File: src/rtl/tft_pkg.sv
// Shared timing and colour definitions for the 480x272 RGB565 TFT panel.
package tft_pkg;

    localparam int unsigned CNT_W = 10;
    localparam int unsigned RGB_W = 16;

    // Default panel timing (clocks / lines)
    localparam int unsigned H_SYNC  = 41;
    localparam int unsigned H_BACK  = 2;
    localparam int unsigned H_VALID = 480;
    localparam int unsigned H_FRONT = 2;
    localparam int unsigned V_SYNC  = 10;
    localparam int unsigned V_BACK  = 2;
    localparam int unsigned V_VALID = 272;
    localparam int unsigned V_FRONT = 2;

    localparam int unsigned H_TOTAL = H_SYNC + H_BACK + H_VALID + H_FRONT;
    localparam int unsigned V_TOTAL = V_SYNC + V_BACK + V_VALID + V_FRONT;

    // Active window bounds: start inclusive, end exclusive
    localparam int unsigned H_ACT_START = H_SYNC + H_BACK;
    localparam int unsigned H_ACT_END   = H_ACT_START + H_VALID;
    localparam int unsigned V_ACT_START = V_SYNC + V_BACK;
    localparam int unsigned V_ACT_END   = V_ACT_START + V_VALID;

    localparam logic [CNT_W-1:0] PIX_INVALID = 10'h3FF;

    // RGB565 colours shared with the pixel generator
    localparam logic [RGB_W-1:0] RGB_BLACK  = 16'h0000;
    localparam logic [RGB_W-1:0] RGB_WHITE  = 16'hFFFF;
    localparam logic [RGB_W-1:0] RGB_RED    = 16'hF800;
    localparam logic [RGB_W-1:0] RGB_GREEN  = 16'h07E0;
    localparam logic [RGB_W-1:0] RGB_BLUE   = 16'h001F;
    localparam logic [RGB_W-1:0] RGB_GOLDEN = 16'hFEC0;

endpackage

File: src/rtl/tft_ctrl_if.sv
// Pixel-request and panel bus of the TFT timing controller.
interface tft_ctrl_if;
    import tft_pkg::*;

    logic [CNT_W-1:0] pix_x;
    logic [CNT_W-1:0] pix_y;
    logic [RGB_W-1:0] pix_data;
    logic [RGB_W-1:0] rgb_tft;
    logic             hsync;
    logic             vsync;
    logic             tft_clk_out;
    logic             tft_de;
    logic             tft_bl;
    logic             frame_start;
    logic [7:0]       frame_cnt;

    modport master (
        input  pix_data,
        output pix_x, pix_y, rgb_tft, hsync, vsync, tft_clk_out,
               tft_de, tft_bl, frame_start, frame_cnt
    );

    modport slave (
        output pix_data,
        input  pix_x, pix_y, rgb_tft, hsync, vsync, tft_clk_out,
               tft_de, tft_bl, frame_start, frame_cnt
    );

endinterface

File: src/rtl/tft_hv_cnt.sv
// Horizontal/vertical raster counters with line-end and frame-end flags.
module tft_hv_cnt #(
    parameter int unsigned H_TOT = tft_pkg::H_TOTAL,
    parameter int unsigned V_TOT = tft_pkg::V_TOTAL
) (
    input  logic                      tft_clk,
    input  logic                      sys_rst,
    output logic [tft_pkg::CNT_W-1:0] cnt_h,
    output logic [tft_pkg::CNT_W-1:0] cnt_v,
    output logic                      line_end,
    output logic                      frame_end
);
    import tft_pkg::*;

    assign line_end  = (cnt_h == CNT_W'(H_TOT - 1));
    assign frame_end = line_end && (cnt_v == CNT_W'(V_TOT - 1));

    // Pixel counter: wraps at the end of every line
    always_ff @(posedge tft_clk or posedge sys_rst) begin
        if (sys_rst)       cnt_h <= '0;
        else if (line_end) cnt_h <= '0;
        else               cnt_h <= cnt_h + 1'b1;
    end

    // Line counter: advances on line end, wraps on the same edge at frame end
    always_ff @(posedge tft_clk or posedge sys_rst) begin
        if (sys_rst)        cnt_v <= '0;
        else if (frame_end) cnt_v <= '0;
        else if (line_end)  cnt_v <= cnt_v + 1'b1;
    end

endmodule

File: src/rtl/tft_ctrl.sv
// TFT timing controller: sync/DE generation, pixel requests, RGB mux, backlight.
// Optional frame_start/frame_cnt outputs built only with TFT_FRAME_CNT_EN defined.
module tft_ctrl #(
    parameter int unsigned P_H_SYNC  = tft_pkg::H_SYNC,
    parameter int unsigned P_H_BACK  = tft_pkg::H_BACK,
    parameter int unsigned P_H_VALID = tft_pkg::H_VALID,
    parameter int unsigned P_H_FRONT = tft_pkg::H_FRONT,
    parameter int unsigned P_V_SYNC  = tft_pkg::V_SYNC,
    parameter int unsigned P_V_BACK  = tft_pkg::V_BACK,
    parameter int unsigned P_V_VALID = tft_pkg::V_VALID,
    parameter int unsigned P_V_FRONT = tft_pkg::V_FRONT
) (
    input  logic       tft_clk,
    input  logic       sys_rst,
    tft_ctrl_if.master bus
);
    import tft_pkg::*;

    localparam int unsigned HT    = P_H_SYNC + P_H_BACK + P_H_VALID + P_H_FRONT;
    localparam int unsigned VT    = P_V_SYNC + P_V_BACK + P_V_VALID + P_V_FRONT;
    localparam int unsigned H_ST  = P_H_SYNC + P_H_BACK;
    localparam int unsigned H_END = H_ST + P_H_VALID;
    localparam int unsigned V_ST  = P_V_SYNC + P_V_BACK;
    localparam int unsigned V_END = V_ST + P_V_VALID;

    logic [CNT_W-1:0] cnt_h;
    logic [CNT_W-1:0] cnt_v;
    logic             line_end;
    logic             frame_end;
    logic             req_c;
    logic             hsync_q;
    logic             vsync_q;
    logic             de_q;
    logic             bl_q;
    logic             unused_line_end;

    tft_hv_cnt #(
        .H_TOT (HT),
        .V_TOT (VT)
    ) u_hv_cnt (
        .tft_clk   (tft_clk),
        .sys_rst   (sys_rst),
        .cnt_h     (cnt_h),
        .cnt_v     (cnt_v),
        .line_end  (line_end),
        .frame_end (frame_end)
    );

    // line_end is part of the counter interface but not needed for decode here
    assign unused_line_end = line_end;

    assign req_c = (cnt_h >= CNT_W'(H_ST)) && (cnt_h < CNT_W'(H_END)) &&
                   (cnt_v >= CNT_W'(V_ST)) && (cnt_v < CNT_W'(V_END));

    assign bus.pix_x       = req_c ? cnt_h - CNT_W'(H_ST) : PIX_INVALID;
    assign bus.pix_y       = req_c ? cnt_v - CNT_W'(V_ST) : PIX_INVALID;
    assign bus.tft_clk_out = tft_clk;

    // Panel controls lag the counters by one clock to line up with pix_data
    always_ff @(posedge tft_clk or posedge sys_rst) begin
        if (sys_rst) begin
            hsync_q <= 1'b1;
            vsync_q <= 1'b1;
            de_q    <= 1'b0;
            bl_q    <= 1'b0;
        end else begin
            hsync_q <= !(cnt_h < CNT_W'(P_H_SYNC));
            vsync_q <= !(cnt_v < CNT_W'(P_V_SYNC));
            de_q    <= req_c;
            if (frame_end) bl_q <= 1'b1;
        end
    end

    assign bus.hsync   = hsync_q;
    assign bus.vsync   = vsync_q;
    assign bus.tft_de  = de_q;
    assign bus.tft_bl  = bl_q;
    assign bus.rgb_tft = de_q ? bus.pix_data : RGB_BLACK;

`ifdef TFT_FRAME_CNT_EN
    logic       fstart_q;
    logic [7:0] fcnt_q;

    // Frame pulse one clock after the raster origin; counter follows the pulse
    always_ff @(posedge tft_clk or posedge sys_rst) begin
        if (sys_rst) begin
            fstart_q <= 1'b0;
            fcnt_q   <= '0;
        end else begin
            fstart_q <= (cnt_h == '0) && (cnt_v == '0);
            if (fstart_q) fcnt_q <= fcnt_q + 8'd1;
        end
    end

    assign bus.frame_start = fstart_q;
    assign bus.frame_cnt   = fcnt_q;
`else
    assign bus.frame_start = 1'b0;
    assign bus.frame_cnt   = 8'd0;
`endif

endmodule

File: src/flat_wrapper.sv
// flat-port wrapper written by rule: the top's interface ports become plain ports
module tft_ctrl_flat import tft_pkg::*;
#(
    parameter int unsigned P_H_SYNC  = tft_pkg::H_SYNC,
    parameter int unsigned P_H_BACK  = tft_pkg::H_BACK,
    parameter int unsigned P_H_VALID = tft_pkg::H_VALID,
    parameter int unsigned P_H_FRONT = tft_pkg::H_FRONT,
    parameter int unsigned P_V_SYNC  = tft_pkg::V_SYNC,
    parameter int unsigned P_V_BACK  = tft_pkg::V_BACK,
    parameter int unsigned P_V_VALID = tft_pkg::V_VALID,
    parameter int unsigned P_V_FRONT = tft_pkg::V_FRONT
)
  (tft_clk, sys_rst, bus_pix_data, bus_pix_x, bus_pix_y, bus_rgb_tft, bus_hsync, bus_vsync, bus_tft_clk_out, bus_tft_de, bus_tft_bl, bus_frame_start, bus_frame_cnt);
  tft_ctrl_if bus_i ();
  input  logic tft_clk;
  input  logic sys_rst;
  input wire logic [$bits(bus_i.pix_data)-1:0] bus_pix_data;
  output wire logic [$bits(bus_i.pix_x)-1:0] bus_pix_x;
  output wire logic [$bits(bus_i.pix_y)-1:0] bus_pix_y;
  output wire logic [$bits(bus_i.rgb_tft)-1:0] bus_rgb_tft;
  output wire logic [$bits(bus_i.hsync)-1:0] bus_hsync;
  output wire logic [$bits(bus_i.vsync)-1:0] bus_vsync;
  output wire logic [$bits(bus_i.tft_clk_out)-1:0] bus_tft_clk_out;
  output wire logic [$bits(bus_i.tft_de)-1:0] bus_tft_de;
  output wire logic [$bits(bus_i.tft_bl)-1:0] bus_tft_bl;
  output wire logic [$bits(bus_i.frame_start)-1:0] bus_frame_start;
  output wire logic [$bits(bus_i.frame_cnt)-1:0] bus_frame_cnt;
  assign bus_i.pix_data = bus_pix_data;
  assign bus_pix_x = bus_i.pix_x;
  assign bus_pix_y = bus_i.pix_y;
  assign bus_rgb_tft = bus_i.rgb_tft;
  assign bus_hsync = bus_i.hsync;
  assign bus_vsync = bus_i.vsync;
  assign bus_tft_clk_out = bus_i.tft_clk_out;
  assign bus_tft_de = bus_i.tft_de;
  assign bus_tft_bl = bus_i.tft_bl;
  assign bus_frame_start = bus_i.frame_start;
  assign bus_frame_cnt = bus_i.frame_cnt;
  tft_ctrl #(.P_H_SYNC(P_H_SYNC), .P_H_BACK(P_H_BACK), .P_H_VALID(P_H_VALID), .P_H_FRONT(P_H_FRONT), .P_V_SYNC(P_V_SYNC), .P_V_BACK(P_V_BACK), .P_V_VALID(P_V_VALID), .P_V_FRONT(P_V_FRONT)) u_core (.tft_clk(tft_clk), .sys_rst(sys_rst), .bus(bus_i));
endmodule
File: config.mk
export PLATFORM = sky130hd
export DESIGN_NAME = tft_ctrl_flat
export DESIGN_NICKNAME = d
export VERILOG_FILES = /design/src/rtl/tft_pkg.sv /design/src/rtl/tft_ctrl_if.sv /design/src/rtl/tft_hv_cnt.sv /design/src/rtl/tft_ctrl.sv /design/src/flat_wrapper.sv
export SDC_FILE = /design/constraint.sdc
export NUM_CORES = 1
export LEC_CHECK = 0
export ABC_AREA = 1
export ABC_CLOCK_PERIOD_IN_PS = 3500
export BUFFER_PORTS_ARGS = -buffer_cell sky130_fd_sc_hd__buf_2
export CORE_ASPECT_RATIO = 2
export CORE_MARGIN = 1.5
export CORE_UTILIZATION = 50
export DETAILED_ROUTE_END_ITERATION = 10
export PLACE_DENSITY = 0.78
export SLEW_MARGIN = 20
export SYNTH_ARGS = -nofsm -noshare
export SYNTH_HDL_FRONTEND = slang
export SYNTH_HIERARCHICAL = 1
export SYNTH_SLANG_ARGS = --single-unit
File: constraint.sdc
create_clock -name tft_clk -period 3.5 [get_ports tft_clk]
set_clock_uncertainty 0.05 [all_clocks]
set_input_delay 0.35 -clock tft_clk [delete_from_list [all_inputs] [get_ports tft_clk]]
set_output_delay 0.35 -clock tft_clk [all_outputs]
set_load 0.05 [all_outputs]
==> summary.txt <==
==========================================================================================
Run status                                                                       completed
Final cell count without fillers                                                       447
Max-cap viol count                                                                       0
Fillers                                                                                403
Launching point of the worst reg2reg path                                     u_core/u_hv_cnt/cnt_h[0]
Final estimated routing congestion in global placement                               0.860
Number of endpoints failing setup at the final stage                                     0
NumNets Final                                                                          422
Number of buffers inserted to repair setup after CTS                                     0
First-pass GRT wire length                                                         8310 um
Gate count of the mapped netlist                                                       336
Core box area                                                                 0.00413 sq mm
TNS Setup                                                                             0 ns
Worst-case headroom to the max-slew limit                                            47.5%
Worst Max-Slew Pin Slew                                                           0.787 ns
Clock tree from TritonCTS                                                              yes
Final number of max-transition violations                                                0
Via count of the first global-routing pass                                            2000
Share of post-route cells with drive strength above 1                                25.3%
Post-DR wirelength/cell                                                            11.2 um
Antenna violation net count after detailed routing                                       0
Post-CTS Hold Fix Bufs                                                                   1
DP HPWL                                                                            3990 um
Most used routing layer in global routing                                             met2
Met3 Usage GRT                                                                       2.92%
Ports                                                                                   68
Commonest non-fill, non-tap cell in the layout                                sky130_fd_sc_hd__nand2_1
Met2 global-route usage                                                              45.9%
Met1 usage                                                                           20.5%
Data arrival, critical path                                                        2.51 ns
Skew-Pair Late Insertion Delay                                                     0.37 ns
# resized after CTS                                                                      0
Diodes inserted                                                                          0
Vias/cell                                                                             4.89
Worst-case register-to-register setup slack                                        1.49 ns
Remaining DRCs                                                                           0
Aggregate global routing overflow                                                        0
Critical Path End Type                                                         output port
Overall die width                                                                  49.7 um
Kind of critical path                                                         register to output port
Largest net degree at the start of global routing                                       22
Clock edge transition at the registers on the reported setup and hold paths        0.09 ns
Synth Warn #                                                                             6
Time the worst path needs with I/O delays and setup                                2.91 ns
Final worst-path cycle share                                                         83.1%
Required time at the endpoint of the critical path                                 3.10 ns
Via count                                                                             2186
Peak supply drop                                                                  0.402 mV
Leakage power                                                                   0.00147 uW
Launching element type of the critical path                                       register
Number of I/O port buffers                                                              58
Starting density of the core                                                         52.9%
Count of standard-cell rows                                                             33
Routed Wire Length                                                                 5020 um
Commonest cells after routing, fill and taps aside                            sky130_fd_sc_hd__nand2_1, sky130_fd_sc_hd__inv_1, sky130_fd_sc_hd__buf_2, sky130_fd_sc_hd__nor2_1
Total area of sequential cells                                                   603 sq um
DIE HEIGHT                                                                         96.5 um
Netlist area before placement                                                 0.00218 sq mm
Unrepaired setup endpoints after global routing                                         no
Number of endpoints with negative hold slack in the final report                         0
Post-route cell area                                                          0.00258 sq mm
Post-Place Cell Area                                                          0.00245 sq mm
Placed cells                                                                           439
Area of the die                                                               0.00480 sq mm
TritonRoute pass-1 iters                                                                 5
GRT Util Overall                                                                     22.5%
Area of the multi-input gates                                                 0.00124 sq mm
Fmax                                                                               344 MHz
Mean cell area of the mapped netlist                                            6.50 sq um
Maximum fanout encountered on the critical timing path                                  21
Number of antenna violations at the first check in global routing                        0
Area added between synthesis and finish                                              17.9%
Worst reg2reg path depth                                                                 7
HP Class                                                                      primary input to asynchronous set/reset pin
Initial drt markers                                                                     46
Power per cell area                                                            269 mW/mm^2
Endpoint of the worst register-to-register path                               u_core/bus.tft_de
==========================================================================================
-- critical path: stages, from the launching register on --
cell                      delay [ns]
sky130_fd_sc_hd__dfrtp_1        0.53
sky130_fd_sc_hd__ha_1           0.26
sky130_fd_sc_hd__nand2_1        0.06
sky130_fd_sc_hd__nor2_1         0.14
sky130_fd_sc_hd__nand2_1        0.14
sky130_fd_sc_hd__nand3_2        0.10
sky130_fd_sc_hd__nand2_2        0.07
sky130_fd_sc_hd__nor2_4         0.50
sky130_fd_sc_hd__nand2_1        0.10
sky130_fd_sc_hd__buf_2          0.24
-- report_power, final --
part	switching [uW]	internal, uW
sequential	0	277
combinational	29.0	7.38
clock	146	233
-- layout make-up --
cell class                 count  area share, %
clock buffer                   7           3.40
clock inverter                 1           1.17
inverter                      68           9.91
multi-input combinational    237           48.1
sequential                    24           23.4
tap                           52           2.53
timing repair buffer          58           11.5
-- metrics by stage --
step	utilization (%)	hold WS, ns	power, uW	setup slack (ns)
finish	62.4	0.359	693	0.593
floorplan	-	0.0646	377	1.18
detailed placement	59.4	0.195	373	0.960
global placement	59.4	0.191	373	1.04
global route	62.4	0.366	721	0.309
CTS	62.4	0.339	704	0.556
-- registers in the layout, indices dropped and copies added (netlist names) --
| name | flops |
|---|---|
| u_core/u_hv_cnt/cnt_h | 10 |
| u_core/u_hv_cnt/cnt_v | 10 |
| u_core/bus.hsync | 1 |
| u_core/bus.tft_bl | 1 |
| u_core/bus.tft_de | 1 |
| u_core/bus.vsync | 1 |
-- metal layers --
metal	vias to the layer above	part of all wire (%)
met1	969	35
met5	-	0
met3	11	5.9
li1	1117	-
met4	0	2.3
met2	89	57
-- worst max path at each step --
| stage | from | end | slack, ns | cells past startpoint |
|---|---|---|---|---|
| after CTS | u_core/u_hv_cnt/cnt_h[0] | bus_pix_x[9] | 0.56 | 9 |
| after global routing | u_core/u_hv_cnt/cnt_h[0] | bus_pix_x[9] | 0.31 | 9 |
| after global placement | u_core/u_hv_cnt/cnt_h[0] | bus_pix_x[9] | 1.04 | 9 |
| final | u_core/u_hv_cnt/cnt_h[0] | bus_pix_x[9] | 0.59 | 9 |
| after floorplan | tft_clk | bus_tft_clk_out | 1.18 | 1 |
| after detailed placement | u_core/u_hv_cnt/cnt_h[0] | bus_pix_x[9] | 0.96 | 9 |
Note: power is estimated with default switching activity, not from simulation.
